## config.mk

```make
export PLATFORM = sky130hd
export DESIGN_NAME = acc_adder_stage
export DESIGN_NICKNAME = d
export VERILOG_FILES = /design/src/rtl/acc_adder_stage.sv
export SDC_FILE = /design/constraint.sdc
export NUM_CORES = 1
export LEC_CHECK = 0
export CAP_MARGIN = 15
export CORE_MARGIN = 3
export CORE_UTILIZATION = 33
export CTS_CLUSTER_SIZE = 24
export DETAILED_ROUTE_END_ITERATION = 10
export PLACE_DENSITY = 0.55
export SLEW_MARGIN = 30
export SYNTH_ARGS = -nofsm -noshare
export SYNTH_HDL_FRONTEND = slang
export SYNTH_HIERARCHICAL = 1
export SYNTH_SLANG_ARGS = --single-unit
```

## constraint.sdc

```tcl
create_clock -name clk -period 3.3 [get_ports clk]
set_clock_uncertainty 0.1 [all_clocks]
set_input_delay 0.66 -clock clk [delete_from_list [all_inputs] [get_ports clk]]
set_output_delay 0.66 -clock clk [all_outputs]
set_load 0.01 [all_outputs]
```

## src/rtl/acc_adder_stage.sv

```systemverilog
// Registered accumulation stage: a burst of LEN operands is summed through a
// full-adder carry chain, and the sum plus carry-out count come out on a valid/ready port.

module acc_adder_fa (
   input  logic a,
   input  logic b,
   input  logic ci,
   output logic s,
   output logic co
);
   assign s  = a ^ b ^ ci;
   assign co = (a & b) | (ci & (a ^ b));
endmodule

module acc_adder_stage #(
   parameter int N     = 4,
   parameter int CNT_W = 4
) (
   input  logic             clk,
   input  logic             rst_n,
   input  logic             start,
   input  logic [CNT_W-1:0] len,
   input  logic             in_valid,
   output logic             in_ready,
   input  logic [N-1:0]     in_data,
   output logic             out_valid,
   input  logic             out_ready,
   output logic [N-1:0]     out_sum,
   output logic [CNT_W-1:0] out_carry_cnt,
   output logic             out_ovf,
   output logic             busy
);

   typedef enum logic [1:0] {IDLE, ACC, HOLD} state_t;

   state_t           state, state_nxt;
   logic [N-1:0]     acc, acc_nxt;
   logic [CNT_W-1:0] rem, rem_nxt;
   logic [CNT_W-1:0] cnt, cnt_nxt;

   // Ripple carry chain, carry-in tied low; carry[N] is the adder carry-out.
   logic [N:0]   carry;
   logic [N-1:0] add_sum;

   assign carry[0] = 1'b0;

   genvar i;
   generate
      for (i = 0; i < N; i++) begin : g_fa
         acc_adder_fa u_fa (
            .a  (acc[i]),
            .b  (in_data[i]),
            .ci (carry[i]),
            .s  (add_sum[i]),
            .co (carry[i+1])
         );
      end
   endgenerate

   always_ff @(posedge clk or negedge rst_n) begin
      if (!rst_n) begin
         state <= IDLE;
         acc   <= '0;
         rem   <= '0;
         cnt   <= '0;
      end else begin
         state <= state_nxt;
         acc   <= acc_nxt;
         rem   <= rem_nxt;
         cnt   <= cnt_nxt;
      end
   end

   always_comb begin
      state_nxt = state;
      acc_nxt   = acc;
      rem_nxt   = rem;
      cnt_nxt   = cnt;
      case (state)
         IDLE: begin
            if (start) begin
               acc_nxt = '0;
               cnt_nxt = '0;
               if (len != '0) begin
                  rem_nxt   = len;
                  state_nxt = ACC;
               end else begin
                  state_nxt = HOLD;
               end
            end
         end
         ACC: begin
            // in_ready is 1 throughout ACC, so in_valid alone is the handshake
            if (in_valid) begin
               acc_nxt = add_sum;
               rem_nxt = rem - CNT_W'(1);
               if (carry[N] && (cnt != '1))
                  cnt_nxt = cnt + CNT_W'(1);
               if (rem == CNT_W'(1))
                  state_nxt = HOLD;
            end
         end
         HOLD: begin
            if (out_ready)
               state_nxt = IDLE;
         end
         default: state_nxt = IDLE;
      endcase
   end

   assign in_ready      = (state == ACC);
   assign out_valid     = (state == HOLD);
   assign busy          = (state != IDLE);
   assign out_sum       = acc;
   assign out_carry_cnt = cnt;
   assign out_ovf       = |cnt;

endmodule

```

Word level (Yosys, flattened, before mapping)
Index checks and enable logic that the tools add are counted.

Bits in registers: 14. Logic and storage cells: 59. Output and inout port bits: 12. Bits of input ports: 13.

Equality and inequality tests: 10. $add $sub $neg: 2. Reduce and logical (&&, ||, !) cells: 10. Bitwise operators: 17. Muxes and demuxes: 16.

Operator list (number): 2-to-1 mux 4 bit (7); one-hot mux 4 bit (2 select lines) (3); AND reduction 4 bit (3); 2-to-1 mux 2 bit (5); AND 1 bit (7); bitwise XOR 1 bit (7); inequality test 2 x 1 -> 1 bit, second input constant (3); inequality test 2 bit, second input constant (3); one-hot mux 2 bit (3 select lines) (1); adder 4 x 1 -> 4 bit, second input constant (1); == test 4 x 1 -> 1 bit, second input constant (1); inequality test 4 bit, second input constant (1); nonzero test 2 bit (2); nonzero test 4 bit (1); OR reduction 4 bit (1); subtractor 4 x 1 -> 4 bit, second input constant (1); bitwise OR 1 bit (3); AND reduction 3 bit (1); == test 2 x 1 -> 1 bit, second input constant (1); == test 2 bit, second input constant (1); zero test 2 bit (1); logical AND 1 bit (1).

Longest topological paths before layout
Gate-level depths: netlist of the first run.

Depth in word-level cells: 11. Gate-level depth with buffers: 7. Depth with buffers taken out: 7.

Hierarchy
Netlist of the first run, hierarchy kept.

Modules (own cells, without submodules): acc_adder_stage (instances 1, area each 863.3 um^2, cells each 86, sequential area each 350.3 um^2); acc_adder_fa (instances 4, area each 20.0 um^2, cells each 1, sequential area each 0.0 um^2).

Worst setup path after synthesis of the first run
No wires, ideal clock.

Path kind: input-to-reg. From: input port in_data[0]. To: register cnt[1] (netlist: out_carry_cnt[1]). Stages on the path: 7. Required time: 3.121 ns. Slack: 0.354 ns. Setup time: 0.079 ns. Buffers on the path: 0. Data arrival time: 2.767 ns. Cells stage by stage: fa_1 fa_1 fa_1 fa_1 and4b_1 a21oi_1 mux2i_1.

Longest elaborated chain between the ends: 10.

Ends and longest elaborated chain: start: declaration (line 25) `input logic [N-1:0] in_data,`; AND 1 bit (2 in series) (line 12) `assign co = (a & b) | (ci & (a ^ b));`; bitwise OR 1 bit (line 12); net carry[2] (line 42) `logic [N:0] carry;`; AND 1 bit (line 12); bitwise OR 1 bit (line 12); net carry[3] (line 42); AND 1 bit (line 12); bitwise OR 1 bit (line 12); net carry[4] (line 42); logical AND 1 bit (line 97) `if (carry[N] && (cnt != '1))`; inequality test 2 x 1 -> 1 bit (no line); AND reduction 4 bit (no line); end signal: assignment (line 70) `cnt <= cnt_nxt;`; end: declaration (line 39) `logic [CNT_W-1:0] cnt, cnt_nxt;`.

The timed path passes the listed nets, and every way through them passes these cells. A chain may end at the register's enable or synchronous reset.

Final worst setup path of the first run
From: input port in_data[0]. To: register cnt[1] (netlist: out_carry_cnt[1]).

Longest elaborated chain between the ends: 10.

Ends and longest elaborated chain (line): AND 1 bit (12); net carry[1] (42); AND 1 bit (12); bitwise OR 1 bit (12); net carry[2] (42); AND 1 bit (12); bitwise OR 1 bit (12); net carry[3] (42); AND 1 bit (12); bitwise OR 1 bit (12); net carry[4] (42); logical AND 1 bit (97); inequality test 2 x 1 -> 1 bit (no line); AND reduction 4 bit (no line).

The timed path passes the listed nets, and every way through them passes these cells.

==> flow_metrics.env, run 1 <==
export IMPL_tightest_slew_ps=681
export IMPL_path_max_fanout=5
export IMPL_worst_skew_pair_late_latency_ps=280
export IMPL_p_sw_uw=368
export IMPL_synth_edff_count=0
export IMPL_viasPerCell=5.51
export IMPL_die_x_um=59.5
export IMPL_firstDrtPassIters=4
export IMPL_relSlewSlack_pct=54.5
export IMPL_hp_class="reg -> reg"
export IMPL_cp_start_kind="primary input"
export IMPL_power_leakage_nw=0.537
export IMPL_port_buffer_count=24
export IMPL_power_frac_seq_pct=36.7
export IMPL_min_period_ps=3200
export IMPL_end_kind="flop"
export IMPL_fmax_mhz=312
export IMPL_drc=0
export IMPL_syn_nets=111
export IMPL_cap_violations=0
export IMPL_cp_depth=8
export IMPL_drv_slew=0
export IMPL_power_uw=918
export IMPL_nets=138
export IMPL_synth_ff_type="dfrtp_1"
export IMPL_route_met2_wl_mm=1.03
export IMPL_cpLargestDelayFamily="adder cells"
export IMPL_worst_ir_drop_vdd_mv=0.389
export IMPL_synthCells=90
export IMPL_power_frac_comb_pct=52.6
export IMPL_crit_chain="clkdlybuf4s50_1, fa_1, fa_1, fa_1, fa_1, and4b_1, a21oi_2, mux2i_1"
export IMPL_antenna_found_initial=0
export IMPL_core_area_um2=2590
export IMPL_grt_pass1_wl_mm=3.63
export IMPL_wirelength_mm=2.25
export IMPL_initial_core_util_pct=36.4
export IMPL_cp_num_buf_inv=1
export IMPL_diodes=0
export IMPL_pin_count=25
export IMPL_cts_hold_buf=0
export IMPL_top_layer_used="met4"
export IMPL_grt_total_usage_pct=13.7
export IMPL_clockBufferDepth=2
export IMPL_hold_violations=0
export IMPL_area_growth_pct=30.5
export IMPL_clk_pin_slew_ps=80
export IMPL_p_sw_share_pct=40.0
export IMPL_p_int_uw=551
export IMPL_holdPathStages=1
export IMPL_crit_path_frequent_cell="fa_1"
export IMPL_htree_levels=1
export IMPL_status="finished, final reports clean"
export IMPL_rsz0062_at_grt="false"
export IMPL_rows=18
export IMPL_fin_crit_sh_pct=97.0
export IMPL_vias=799
export IMPL_met1Wirelength_mm=1.07
export IMPL_gp_congestion=0.788
export IMPL_detail_route_antenna_nets=0
export IMPL_grt_overflow=0
export IMPL_die_h_um=59.5
export IMPL_ys_ff_latch=14
export IMPL_crit_arrival_ps=3300
export IMPL_drive_gt1_share_pct=9.57
export IMPL_powerDensity_nw_per_um2=746
export IMPL_cp_slowest_cell="clkdlybuf4s50_1"
export IMPL_tritoncts="yes"
export IMPL_first_global_vias=775
export IMPL_ys_seq_area_share_pct=37.1
export IMPL_wire_per_inst_um=15.5
export IMPL_dp_hpwl_mm=1.67
export IMPL_cts_sinks=14
export IMPL_max_stage_delay_ps=430
export IMPL_grt_max_degree=17
export IMPL_dp_slack_ps=-222
export IMPL_synth_async_sr_flop_share_pct=100
export IMPL_final_core_util_pct=47.5
export IMPL_timing_final_ws_setup_ps=100
export IMPL_met3_length_um=134
export IMPL_dieArea_um2=3540
export IMPL_yosys_warnings=6
export IMPL_crit_type="in -> reg"
export IMPL_ys_types=39
export IMPL_clkPwrFrac_pct=10.8
export IMPL_syn_area_um2=943
export IMPL_r2r_cells=7
export IMPL_numCtsBuffers=3
export IMPL_avgSynthCellArea_um2=10.5
export IMPL_cp_required_ps=3400
export IMPL_cts_root_buf="clkbuf_4"
export IMPL_setup_viol=0
export IMPL_first_iter_violations=17
-- worst register-to-register path, stage by stage, from the launching register on --
cell and delay [ps]:
dfrtp_1 440, fa_1 460, fa_1 400, fa_1 390
fa_1 360, and4b_1 270, a21oi_2 180, mux2i_1 190
-- synth_stat cells (all sizes together) (3+ instances only) --
cell type	n	area, um^2
a22o	9	78.8
nand2	6	22.5
fa	4	80.1
ha	4	50.1
nand3	6	30.0
o21ai	3	15.0
dfrtp	14	350
nor2	4	17.5
inv	8	30.0
-- area by class of cell --
type                    count  area, um^2
repair buffers             24         240
flip-flops and latches     14         350
fillers                   248        1360
well taps                  30        37.5
multi-input cells          66         551
clock buffers               3        22.5
inverters                   8        30.0
-- cells in the final DEF, fill, tap and decap left out, types with 2 or more instances in the layout --
cell | netlist | final
nand2_1 | 6 | 6
clkbuf_4 | 0 | 3
ha_1 | 4 | 4
nand3_1 | 6 | 6
nor2_1 | 3 | 3
o21ai_1 | 2 | 2
dfrtp_1 | 14 | 14
inv_1 | 8 | 8
fa_1 | 4 | 4
mux2i_1 | 2 | 2
or3_1 | 2 | 2
clkdlybuf4s50_1 | 0 | 24
o22ai_1 | 2 | 2
a22o_1 | 9 | 9
-- cells by family after synthesis --
kind of cell	share of synthesized area, %
AND/OR/NAND/NOR	20.7
AO/OA/AOI/OAI	21.0
flip-flops	37.1
buffers and inverters	4.91
adder cells (fa/ha/maj)	13.8
multiplexers	2.12
other	0.397
-- through the flow --
step	area, um^2	std cells	hold WS (ps)	TNS [ps]
4_1_cts	1230	145	464	0
6_report	1230	145	467	0
3_5_place_dp	1200	142	447	-730
5_1_grt	1230	145	503	0
3_3_place_gp	1200	142	443	-473
2_1_floorplan	943	90	264	0
-- flip-flops by register name, indices dropped and copies added (netlist names) --
signal	count
state	2
rem	4
out_carry_cnt	4
out_sum	4
-- final timing paths --
kind,start,endpoint,slack [ps]
worst max-delay path,in_data[0],out_carry_cnt[1],100
worst min-delay path,out_carry_cnt[3],out_carry_cnt[3],470
worst max register to register,out_sum[0],out_carry_cnt[1],430
worst min register to register,out_carry_cnt[3],out_carry_cnt[3],470
max in group asynchronous,rst_n,out_carry_cnt[0],1970
min in group asynchronous,rst_n,out_sum[2],680
-- per-layer routing --
| layer | up-vias | global-route usage, % |
|---|---|---|
| met1 | 389 | 18.6 |
| li1 | 381 | - |
| met4 | 0 | 1.94 |
| met2 | 27 | 21.8 |
| met5 | - | 0 |
| met3 | 2 | 4.36 |
-- timing repair --
action,in CTS,in global routing
setup buffers,0,0
endpoints found under the hold margin,0,0
setup endpoints to repair,0,2
resized for setup,0,1
-- power by group through the flow --
| stage | clock network [mW] | logic [mW] | registers (mW) |
|---|---|---|---|
| 6_report | 0.0988 | 0.483 | 0.337 |
| 5_1_grt | 0.109 | 0.543 | 0.352 |
| 4_1_cts | 0.104 | 0.488 | 0.337 |
| 3_5_place_dp | 0 | 0.484 | 0.339 |
| 3_3_place_gp | 0 | 0.481 | 0.339 |
| 2_1_floorplan | 0 | 0.308 | 0.318 |
No activity file was read; power rests on OpenSTA's default activity.
==> run 2: changes to the inputs <==
--- a/config.mk
+++ b/config.mk
@@ -5,11 +5,13 @@
 export SDC_FILE = /design/constraint.sdc
 export NUM_CORES = 1
 export LEC_CHECK = 0
+export ABC_AREA = 1
 export CAP_MARGIN = 15
 export CORE_MARGIN = 3
 export CORE_UTILIZATION = 33
 export CTS_CLUSTER_SIZE = 24
 export DETAILED_ROUTE_END_ITERATION = 10
+export GPL_TIMING_DRIVEN = 1
 export PLACE_DENSITY = 0.55
 export SLEW_MARGIN = 30
 export SYNTH_ARGS = -nofsm -noshare
==> run 2 against run 1 <==
- clock power increased by 27%
- critical path type unchanged
- hold slack got worse by 47 ps
- fmax increased by 9.6%
- sequential share of layout area decreased by 1.1 points
- critical path depth increased by 2
- critical endpoint is now out_carry_cnt[0]
- wire length decreased by 5.8%
- clock-buffer cell count increased by 1
- core utilization decreased by 1.8 points
- register-to-register slack improved by 310 ps
==> flow_metrics.env, run 2 <==
export IMPL_hp_class="reg -> reg"
export IMPL_initial_core_util_pct=35.2
export IMPL_worst_ir_drop_vdd_mv=0.347
export IMPL_rsz0062_at_grt="false"
export IMPL_worst_skew_pair_late_latency_ps=280
export IMPL_drive_gt1_share_pct=12.7
export IMPL_whs_ps=420
export IMPL_post_cts_buffers=0
export IMPL_final_cell_count_no_fill=181
export IMPL_path_max_fanout=8
export IMPL_end_kind="flop"
export IMPL_synth_common_cells="nand2_1, nand3_1, dfrtp_1, inv_1, nor2_1"
export IMPL_cp_start_kind="primary input"
export IMPL_cts_hold_buf=0
export IMPL_cts_sinks=14
export IMPL_hold_violations=0
export IMPL_power_leakage_nw=0.612
export IMPL_tritoncts="yes"
export IMPL_grt_pass1_wl_mm=3.63
export IMPL_final_area_um2=1280
export IMPL_detail_route_antenna_nets=0
export IMPL_powerDensity_nw_per_um2=815
export IMPL_diodes=0
export IMPL_status="finished, final reports clean"
export IMPL_viasPerCell=4.77
export IMPL_fin_crit_sh_pct=88.5
export IMPL_core_area_um2=2810
export IMPL_die_h_um=60.7
export IMPL_pin_count=25
export IMPL_tightest_slew_ps=663
export IMPL_ys_ff_latch=14
export IMPL_drv_slew=0
export IMPL_cts_resized=0
export IMPL_htree_levels=1
export IMPL_fmax_mhz=342
export IMPL_synth_area_leaders="dfrtp_1, nand2_1, nand3_1"
export IMPL_cts_root_buf="clkbuf_4"
export IMPL_area_growth_pct=29.9
export IMPL_crit_arrival_ps=3030
export IMPL_clk_pin_slew_ps=90
export IMPL_cap_violations=0
export IMPL_vias=863
export IMPL_crit_type="in -> reg"
export IMPL_wirelength_mm=2.12
export IMPL_rows=19
export IMPL_dp_cells=177
export IMPL_netlist_area_leader_share_pct=35.5
export IMPL_antenna_found_initial=0
export IMPL_dpl_cell_area_um2=1250
export IMPL_ys_types=22
export IMPL_syn_area_um2=987
export IMPL_port_buffer_count=24
export IMPL_synth_most_common_cell="nand2_1"
export IMPL_synth_async_sr_flop_share_pct=100
export IMPL_ys_seq_area_share_pct=35.5
export IMPL_timing_final_ws_setup_ps=380
export IMPL_yosys_area_top_type="dfrtp_1"
export IMPL_drc=0
export IMPL_cp_required_ps=3410
export IMPL_synth_edff_count=0
export IMPL_grt_max_degree=15
export IMPL_firstDrtPassIters=4
export IMPL_die_x_um=60.7
export IMPL_synth_ff_type="dfrtp_1"
export IMPL_grt_overflow=0
export IMPL_fin_setup_tns_ps=0
export IMPL_mostFrequentLayoutCells="nand2_1, clkdlybuf4s50_1, nand3_1, inv_1, dfrtp_1"
export IMPL_grt_total_usage_pct=13.3
export IMPL_min_period_ps=2920
export IMPL_final_core_util_pct=45.7
export IMPL_setup_viol=0
export IMPL_first_global_vias=812
export IMPL_gp_congestion=0.745
export IMPL_dieArea_um2=3680
export IMPL_clockBufferDepth=2
export IMPL_yosys_warnings=6
export IMPL_wire_per_inst_um=11.7
export IMPL_relSlewSlack_pct=55.6
export IMPL_dp_slack_ps=71.7
export IMPL_dp_hpwl_mm=1.69
export IMPL_first_iter_violations=35
export IMPL_power_mw=1.05
export IMPL_avgSynthCellArea_um2=8.03
export IMPL_layout_commonest_cell="nand2_1"
export IMPL_synthCells=123
export IMPL_nets=172
export IMPL_numCtsBuffers=3
export IMPL_syn_nets=144
==> run 2: worst max-delay path: stages <==
cell and delay (ps):
clkdlybuf4s50_1 420, fa_1 410, fa_1 380, fa_1 390
fa_1 370, nand2_1 70, nand2_1 70, nand2_4 110
nand2_1 50, o21ai_1 80
==> run 2: final cells by class <==
type                    instances  area [um^2]
multi-input cells              92          552
clock buffers                   4         36.3
well taps                      31         38.8
repair buffers                 24          240
flip-flops and latches         14          350
fillers                       296         1520
inverters                      16         65.1
==> run 2: final timing paths <==
check / slack [ps] / depth (start not counted) / from / to
worst max register to register: 740 / 9 / out_sum[0] / out_carry_cnt[0]
worst max-delay path: 380 / 10 / in_data[0] / out_carry_cnt[0]
worst min-delay path: 420 / 2 / rem[3] / rem[3]
max in group asynchronous: 2000 / 1 / rst_n / out_carry_cnt[0]
worst min register to register: 420 / 2 / rem[3] / rem[3]
min in group asynchronous: 680 / 1 / rst_n / state[1]
==> run 2: power by group <==
part | internal (mW) | leakage, nW | switching [mW]
Sequential | 0.238 | 0.182 | 0.0789
Clock | 0.0671 | 0.0210 | 0.0582
Combinational | 0.272 | 0.410 | 0.332
==> run 2: logic make-up after synthesis <==
logic type      Yosys count  synth area share (%)
compound gates           12                  7.10
xor+xnor                  1                 0.887
fa+ha+maj                 8                  13.2
buf+inv                  17                  8.62
flops                    14                  35.5
other cells               1                 0.380
simple gates             70                  34.3
==> run 2: metal layers <==
layer / vias to the layer above / share of wire (%) / GRT usage, %
met2: 24 / 47 / 21.2
met4: 0 / 0.90 / 2.79
met3: 2 / 7.1 / 4.68
met5: - / 0 / 0
li1: 445 / - / -
met1: 392 / 45 / 17.4
